<file path="config.mk">
export PLATFORM = sky130hd
export DESIGN_NAME = stdp_synapse
export DESIGN_NICKNAME = d
export VERILOG_FILES = /design/src/rtl/stdp_synapse.sv
export SDC_FILE = /design/constraint.sdc
export NUM_CORES = 1
export LEC_CHECK = 0
export CAP_MARGIN = 40
export CORE_UTILIZATION = 45
export DETAILED_ROUTE_END_ITERATION = 7
export PLACE_DENSITY = 0.78
export SYNTH_ARGS = -nofsm -noshare
export SYNTH_HDL_FRONTEND = slang
export SYNTH_SLANG_ARGS = --single-unit
</file>
<file path="constraint.sdc">
create_clock -name clk -period 2.4 [get_ports clk]
set_clock_uncertainty 0.15 [all_clocks]
set_input_delay 0.24 -clock clk [delete_from_list [all_inputs] [get_ports clk]]
set_output_delay 0.24 -clock clk [all_outputs]
set_load 0.01 [all_outputs]
</file>
<file path="src/rtl/stdp_synapse.sv">
// Pair-based STDP synapse: spike traces, clamped weight learning, registered current.
// Depression is built only when STDP_DEPRESSION_EN is defined.
module stdp_synapse #(
   parameter logic [7:0] W_INIT    = 8'd64,
   parameter logic [3:0] TRACE_MAX = 4'd15
) (
   input  logic       clk,
   input  logic       rst_n,
   input  logic       pre_spike,
   input  logic       post_spike,
   input  logic       learn_en,
   input  logic       wload,
   input  logic [7:0] wdata,
   output logic [7:0] current,
   output logic [7:0] weight,
   output logic [3:0] pre_trace,
   output logic [3:0] post_trace
);

   logic [3:0]        pre_trace_nxt;
   logic [3:0]        post_trace_nxt;
   logic [3:0]        ltp;
   logic [3:0]        ltd;
   logic signed [9:0] wsum;
   logic [7:0]        wclamp;
   logic [7:0]        weight_nxt;
   logic [7:0]        current_nxt;

   always_comb begin
      pre_trace_nxt = pre_trace;
      if (pre_spike)
         pre_trace_nxt = TRACE_MAX;
      else if (pre_trace != 4'd0)
         pre_trace_nxt = pre_trace - 4'd1;
   end

   always_comb begin
      post_trace_nxt = post_trace;
      if (post_spike)
         post_trace_nxt = TRACE_MAX;
      else if (post_trace != 4'd0)
         post_trace_nxt = post_trace - 4'd1;
   end

   // Both terms use the traces as they stood before this edge.
   assign ltp = post_spike ? (pre_trace >> 1) : 4'd0;
`ifdef STDP_DEPRESSION_EN
   assign ltd = pre_spike ? (post_trace >> 1) : 4'd0;
`else
   assign ltd = 4'd0;
`endif

   // 10-bit signed sum so over/underflow is clamped rather than wrapped.
   assign wsum = $signed({2'b00, weight})
               + $signed({6'b000000, ltp})
               - $signed({6'b000000, ltd});

   always_comb begin
      wclamp = wsum[7:0];
      if (wsum < 10'sd0)
         wclamp = 8'd0;
      else if (wsum > 10'sd255)
         wclamp = 8'd255;
   end

   always_comb begin
      weight_nxt = weight;
      if (wload)
         weight_nxt = wdata;
      else if (learn_en)
         weight_nxt = wclamp;
   end

   assign current_nxt = pre_spike ? weight : 8'd0;

   always_ff @(posedge clk) begin
      if (!rst_n) begin
         weight     <= W_INIT;
         pre_trace  <= 4'd0;
         post_trace <= 4'd0;
         current    <= 8'd0;
      end else begin
         weight     <= weight_nxt;
         pre_trace  <= pre_trace_nxt;
         post_trace <= post_trace_nxt;
         current    <= current_nxt;
      end
   end

endmodule

</file>
==> metrics.log, run 1 <==
INFO  metric ctsLongestPathBuffers = 2
INFO  metric netlist-cell-type-count = 33
INFO  metric clkSlewWorstSetupHoldPaths = 0.13 ns
INFO  metric critPathRequiredTime = 2.47 ns
INFO  metric hold_vio_cnt_final = 0
INFO  metric final_critical_path_share_of_the_clock_period = 0.926
INFO  metric antenna_cells = 0
INFO  metric drt_wl_total = about 2800 um
INFO  metric grtUsageTotal = 0.210
INFO  metric worst_path_max_delay_cell = sky130_fd_sc_hd__or4_1
INFO  metric switchingPower = 262 uW
INFO  metric critPathKind = primary input to flip-flop
INFO  metric grt_pass1_vias = 994
INFO  metric peakVddDrop = a little over 0.6 mV
INFO  metric layout-drive-gt1-share = 0.0795
INFO  metric syn_inst = approximately 130
INFO  metric p_leak = 0.700 nW
INFO  metric hold_path_end = weight[7]$_SDFFE_PN0P_
INFO  metric async_flop_share = 0
INFO  metric post_cts.resized_instances = 0
INFO  metric num_cts_buffers = 3
INFO  metric route.detailed.drc = 0
INFO  metric finish.net_count = 199
INFO  metric number_of_flip_flops_and_latches_in_the_synthesized_netlist = 24
INFO  metric timing.rr.end = weight[7]$_SDFFE_PN0P_
INFO  metric cp.arrival = approximately 2.3 ns
INFO  metric ff2ff_path_depth = 6
INFO  metric maximum_number_of_pins_on_one_net_before_global_route_repair = 25
INFO  metric postRouteAntennaNets = 0
INFO  metric total_power = 998 uW
INFO  metric powerDensity = 587 mW/mm2
INFO  metric vias_per_cell = approximately 5.4
INFO  metric synth-edff-count = 0
INFO  metric detailed_router_s_first_iteration_violation_count = 23
INFO  metric areaGrowthSynthToFinish = 40.8%
INFO  metric timing.critical_path.fanout_max = 3
INFO  metric fp.dieH = 53.8 um
INFO  metric detailroute.via_count = approximately 1.1k
INFO  metric routabilityCongestion = 0.869
INFO  metric h-tree-depth = 1
INFO  metric worstMarginPinSlew = 0.729 ns
INFO  metric dp_cells = 202
INFO  metric avgRoutedWirePerCell = 13.4 um
INFO  metric worst_path_largest_cell_delay = approximately 0.54 ns
INFO  metric outcome = complete, no violations
INFO  metric cts_tree = done
INFO  metric row_count = 18
INFO  metric unrepaired_setup_endpoints_after_global_routing = no
INFO  metric syn_avg_cell_area = 9.16 um2
INFO  metric final_hpwl_from_detailed_placement = 2140 um
INFO  metric antenna_found_initial = 0
INFO  metric ys_warn_count = 0
INFO  metric grt_first_pass_wirelength = between 4000 and 5000 um
INFO  metric cts_hold_buffers = 0
INFO  metric p_comb_frac = 0.245
INFO  metric pwr-share-clk = 0.294
INFO  metric clock_sink_count = 24
INFO  metric slew_headroom = 0.512
INFO  metric detailed_routing_iteration_count_for_the_pre_antenna_repair_pass = 7
INFO  metric buffer_ports.inserted = 37
INFO  metric internal_power = 736 uW
INFO  metric globalRouteOverflowTotal = 0
INFO  metric timing.hold.worst.class = primary input to flip-flop
INFO  metric dp_worst_setup_slack = -0.162 ns
INFO  metric worst_setup_path_end_kind = flip-flop
INFO  metric fin_tns_setup = 0 ns
INFO  metric initial_utilization = 0.483
INFO  metric timing.rr.start = pre_trace[1]$_SDFFE_PN0P_
INFO  metric max_cap_violations = 0
INFO  metric design.core.area = 0.00250 mm2
INFO  metric instances_no_fill = 206
INFO  metric synth_top_flop_cell = sky130_fd_sc_hd__dfxtp_1
INFO  metric switching_share = 0.263
INFO  metric floorplan.die_area = 0.00290 mm2
INFO  metric ios = 38
INFO  metric synth_sequential_area_ratio = 0.398
INFO  metric clock_insertion_delay_worst_skew = 0.32 ns
INFO  metric share_seq_of_total_power = 0.461
INFO  metric reg2reg_setup_slack = 0.19 ns
INFO  metric timing_limited_maximum_frequency = roughly 450 MHz
INFO  metric cts_setup_buffers = 0
INFO  metric dieWidth = 53.8 um
INFO  metric holdPathStages = 3
INFO  metric cts.root.buffer_cell = sky130_fd_sc_hd__clkbuf_4
INFO  metric final.setup.worst_slack = 0.178 ns
INFO  metric syn-cell-area = between 0.001 and 0.0015 mm2
INFO  metric crit_path_start_kind = primary input
INFO  metric cp_cell_sequence = clkdlybuf4s50_1 -> and2_1 -> ha_1 -> fa_1 -> or4_1 -> o221ai_1 -> a21boi_1
INFO  metric hold_path_startpoint = wdata[7]
INFO  metric setup_violations = 0
INFO  metric final-max-slew-violation-count = 0
INFO  metric post_syn_nets = 154
INFO  metric finalCriticalPeriod = ~2.2 ns
[power groups by stage]
stage / Combinational, mW / Sequential (mW) / Clock [mW]
6_report: 0.245 / 0.460 / 0.293
2_1_floorplan: 0.117 / 0.476 / 0
3_3_place_gp: 0.235 / 0.468 / 0
5_1_grt: 0.268 / 0.464 / 0.310
4_1_cts: 0.246 / 0.460 / 0.300
3_5_place_dp: 0.244 / 0.469 / 0
[placed cells by master (no fill, tap or decap), types with 7 or more instances in the layout]
master,count
sky130_fd_sc_hd__ha_1,7
sky130_fd_sc_hd__nor2_1,9
sky130_fd_sc_hd__o21ai_0,7
sky130_fd_sc_hd__dfxtp_1,24
sky130_fd_sc_hd__buf_4,8
sky130_fd_sc_hd__nor3_1,10
sky130_fd_sc_hd__o21a_1,7
sky130_fd_sc_hd__clkdlybuf4s50_1,37
sky130_fd_sc_hd__and3_1,8
[logic make-up (layout without fill, tap and decap cells)]
logic type / after synthesis / after routing / share of synthesized area
compound gates: 29 / 29 / 0.172
xor+xnor: 4 / 4 / 0.0290
fa+ha+maj: 8 / 8 / 0.0890
buf+inv: 10 / 54 / 0.0383
flops: 24 / 24 / 0.398
mux: 3 / 3 / 0.0248
simple gates: 54 / 54 / 0.249
[metrics by stage]
step	hold WS (ns)	instance area, um2	utilization
2_1_floorplan	0.214	1210	-
4_1_cts	0.325	1700	0.681
5_1_grt	0.369	1700	0.681
6_report	0.332	1700	0.681
3_5_place_dp	0.384	1650	0.660
3_3_place_gp	0.388	1650	0.660
[how the worst max path moves through the flow]
stage | start | slack, ns | to
3_3_place_gp | post_spike | -0.11 | weight[7]$_SDFFE_PN0P_
3_5_place_dp | post_spike | -0.16 | weight[7]$_SDFFE_PN0P_
4_1_cts | post_spike | 0.18 | weight[7]$_SDFFE_PN0P_
2_1_floorplan | pre_trace[1]$_SDFFE_PN0P_ | 0.26 | weight[7]$_SDFFE_PN0P_
6_report | post_spike | 0.18 | weight[7]$_SDFFE_PN0P_
5_1_grt | post_spike | 0.08 | weight[2]$_SDFFE_PN0P_
[state kept, by name, summed over array words and instances (netlist names)]
signal	flops
post_trace	4
current	8
weight	8
pre_trace	4
[cell type report]
cell class,instances,area [um2]
sequential,24,480
inverter,5,18.8
timing repair buffer,45,430
fill,211,798
multi-input combinational,98,682
tap,30,37.5
clock inverter,1,30.0
clock buffer,3,22.5
[worst max-delay path: cells and delay by family]
kind	cells	cell delay (ns)
AND/OR/NAND/NOR	2	0.71
buffers and inverters	1	0.42
adder cells (fa/ha/maj)	2	0.65
AO/OA/AOI/OAI	2	0.27
[cell usage after synthesis, types with 2 or more instances]
cell type	number	share of area
sky130_fd_sc_hd__nor2b_1	6	0.031
sky130_fd_sc_hd__o31a_1	2	0.014
sky130_fd_sc_hd__nand2_1	6	0.019
sky130_fd_sc_hd__ha_1	7	0.072
sky130_fd_sc_hd__nor3_1	10	0.041
sky130_fd_sc_hd__nor3b_1	3	0.019
sky130_fd_sc_hd__nand3_1	2	0.0083
sky130_fd_sc_hd__dfxtp_1	24	0.40
sky130_fd_sc_hd__mux2i_1	3	0.025
sky130_fd_sc_hd__inv_1	5	0.016
sky130_fd_sc_hd__nor2_1	9	0.028
sky130_fd_sc_hd__o21ai_0	7	0.029
sky130_fd_sc_hd__a211oi_1	3	0.019
sky130_fd_sc_hd__a21o_1	3	0.019
sky130_fd_sc_hd__and2_1	3	0.016
sky130_fd_sc_hd__xnor2_1	4	0.029
sky130_fd_sc_hd__nor4b_1	2	0.014
sky130_fd_sc_hd__o21a_1	7	0.043
sky130_fd_sc_hd__clkbuf_1	3	0.0093
sky130_fd_sc_hd__o311ai_0	2	0.014
sky130_fd_sc_hd__or3_1	2	0.010
sky130_fd_sc_hd__and3_1	8	0.041
[metal layers]
metal  track usage  wire length (um)  vias up
li1              -                 -      563
met5             0                 0        -
met1         0.244              1200      518
met2         0.368              1400       31
met4         0.105                52        0
met3        0.0339               110        4
(Power assumes the default switching activity.)
==> inputs of run 2 (changes only) <==
CORE_MARGIN = 2   (was not set)
==> metrics.log, run 2 (synthesized netlist as in run 1, its figures left out) <==
INFO  metric routabilityCongestion = 0.897
INFO  metric ff2ff_path_depth = 8
INFO  metric grtUsageTotal = 0.192
INFO  metric drt_wl_total = 2870 um
INFO  metric critPathKind = primary input to flip-flop
INFO  metric most-common-layout-cells = sky130_fd_sc_hd__clkdlybuf4s50_1, sky130_fd_sc_hd__dfxtp_1, sky130_fd_sc_hd__buf_4
INFO  metric worst_setup_path_end_kind = flip-flop
INFO  metric final-max-slew-violation-count = 0
INFO  metric hold_path_startpoint = wdata[7]
INFO  metric setup_violations = 0
INFO  metric route.detailed.drc = 0
INFO  metric powerDensity = 582 mW/mm2
INFO  metric globalRouteOverflowTotal = 0
INFO  metric layout-drive-gt1-share = 0.0950
INFO  metric vias_per_cell = 5.43
INFO  metric total_power = 1.00 mW
INFO  metric detailed_routing_iteration_count_for_the_pre_antenna_repair_pass = 4
INFO  metric postLayoutCoreUtil = 0.684
INFO  metric detailroute.via_count = between 1k and 1.5k
INFO  metric antenna_cells = 0
INFO  metric timing.hold.worst.class = primary input to flip-flop
INFO  metric design.core.area = between 0.002 and 0.003 mm2
INFO  metric holdPathStages = 3
INFO  metric initial_utilization = 0.479
INFO  metric clock_sink_count = 24
INFO  metric hold_vio_cnt_final = 0
INFO  metric row_count = 18
INFO  metric critPathRequiredTime = 2.46 ns
INFO  metric avgRoutedWirePerCell = 13.7 um
INFO  metric final_hpwl_from_detailed_placement = 2180 um
INFO  metric antenna_found_initial = 0
INFO  metric postRouteAntennaNets = 0
INFO  metric maximum_number_of_pins_on_one_net_before_global_route_repair = 15
INFO  metric slew_headroom = 0.673
INFO  metric layout.area.seq = 480 um2
INFO  metric areaGrowthSynthToFinish = 42.6%
INFO  metric cts.root.buffer_cell = sky130_fd_sc_hd__clkbuf_4
INFO  metric hold_slack = 0.324 ns
INFO  metric ctsLongestPathBuffers = 2
INFO  metric max_cap_violations = 0
INFO  metric cts_setup_buffers = 0
INFO  metric critPathLaunch = post_spike
INFO  metric finalCriticalPeriod = 2.21 ns
INFO  metric finish.net_count = 202
INFO  metric grt_first_pass_wirelength = 4850 um
INFO  metric grt_pass1_vias = 1093
INFO  metric instances_no_fill = 209
INFO  metric fp.dieH = 55.8 um
INFO  metric cts_tree = done
INFO  metric layout_commonest_cell = sky130_fd_sc_hd__clkdlybuf4s50_1
INFO  metric timing_limited_maximum_frequency = ~450 MHz
INFO  metric unrepaired_setup_endpoints_after_global_routing = no
INFO  metric clkSlewWorstSetupHoldPaths = between 0.1 and 0.15 ns
INFO  metric h-tree-depth = 1
INFO  metric timing.critical_path.fanout_max = 3
INFO  metric worstMarginPinSlew = 0.485 ns
INFO  metric dp_cells = 205
INFO  metric detailed_router_s_first_iteration_violation_count = 11
INFO  metric cts_hold_buffers = 0
INFO  metric dieWidth = ~56 um
INFO  metric final_critical_path_share_of_the_clock_period = 0.922
INFO  metric crit_path_start_kind = primary input
INFO  metric buffer_ports.inserted = 37
INFO  metric timing.rr.start = pre_trace[1]$_SDFFE_PN0P_
INFO  metric peakVddDrop = 0.396 mV
INFO  metric reg_top3 = current: 8 flops, weight: 8 flops
INFO  metric outcome = complete, no violations
INFO  metric fillCellCount = 196
INFO  metric floorplan.die_area = 0.00312 mm2
INFO  metric clock_insertion_delay_worst_skew = 0.32 ns
INFO  metric cp.arrival = 2.28 ns
INFO  metric area_of_the_multi_input_gates = around 680 um2
INFO  metric post_cts.resized_instances = 0
INFO  metric num_cts_buffers = 3
INFO  metric p_leak = 0.713 nW
INFO  metric ios = 38
[run 2: changes by cell type in the layout (fill, tap and decap cells not counted)]
| cell | delta |
|---|---|
| sky130_fd_sc_hd__buf_4 | +3 |
[run 2: cell type report]
type                       count  area share
clock inverter                 1      0.0174
multi-input combinational     98       0.396
tap                           30      0.0218
sequential                    24       0.279
clock buffer                   3      0.0131
timing repair buffer          48       0.263
inverter                       5      0.0109
[run 2: worst max-delay path, cell delays in order]
cell,delay (ns)
sky130_fd_sc_hd__clkdlybuf4s50_1,0.42
sky130_fd_sc_hd__and2_1,0.17
sky130_fd_sc_hd__ha_1,0.21
sky130_fd_sc_hd__fa_1,0.44
sky130_fd_sc_hd__a21oi_1,0.27
sky130_fd_sc_hd__buf_4,0.17
sky130_fd_sc_hd__o311ai_0,0.18
sky130_fd_sc_hd__nor2_1,0.13
sky130_fd_sc_hd__nor3_1,0.05
[run 2: final timing paths]
check	slack [ns]	endpoint
hold / removal	0.32	weight[7]$_SDFFE_PN0P_
setup / recovery	0.19	weight[0]$_SDFFE_PN0P_
setup reg to reg	0.20	weight[0]$_SDFFE_PN0P_
hold reg to reg	0.41	current[0]$_SDFF_PN0_
[run 2: report_power, final]
group / switching [mW] / internal [mW]
clock network: 0.123 / 0.169
registers: 0.0331 / 0.428
logic: 0.107 / 0.142
total: 0.264 / 0.739
[run 2: through the flow]
| step | area [um2] | setup TNS (ns) | worst slack [ns] |
|---|---|---|---|
| 2_1_floorplan | 1210 | 0 | 0.255 |
| 3_3_place_gp | 1670 | -0.464 | -0.102 |
| 3_5_place_dp | 1670 | -0.919 | -0.142 |
| 4_1_cts | 1720 | 0 | 0.204 |
| 5_1_grt | 1720 | 0 | 0.0248 |
| 6_report | 1720 | 0 | 0.187 |
[run 2: metal layers]
metal,GRT usage,up-vias,part of all wire
met5,0,-,0
met3,0.0302,4,0.044
met4,0.0510,0,0.0094
li1,-,568,-
met2,0.333,36,0.50
met1,0.247,527,0.44
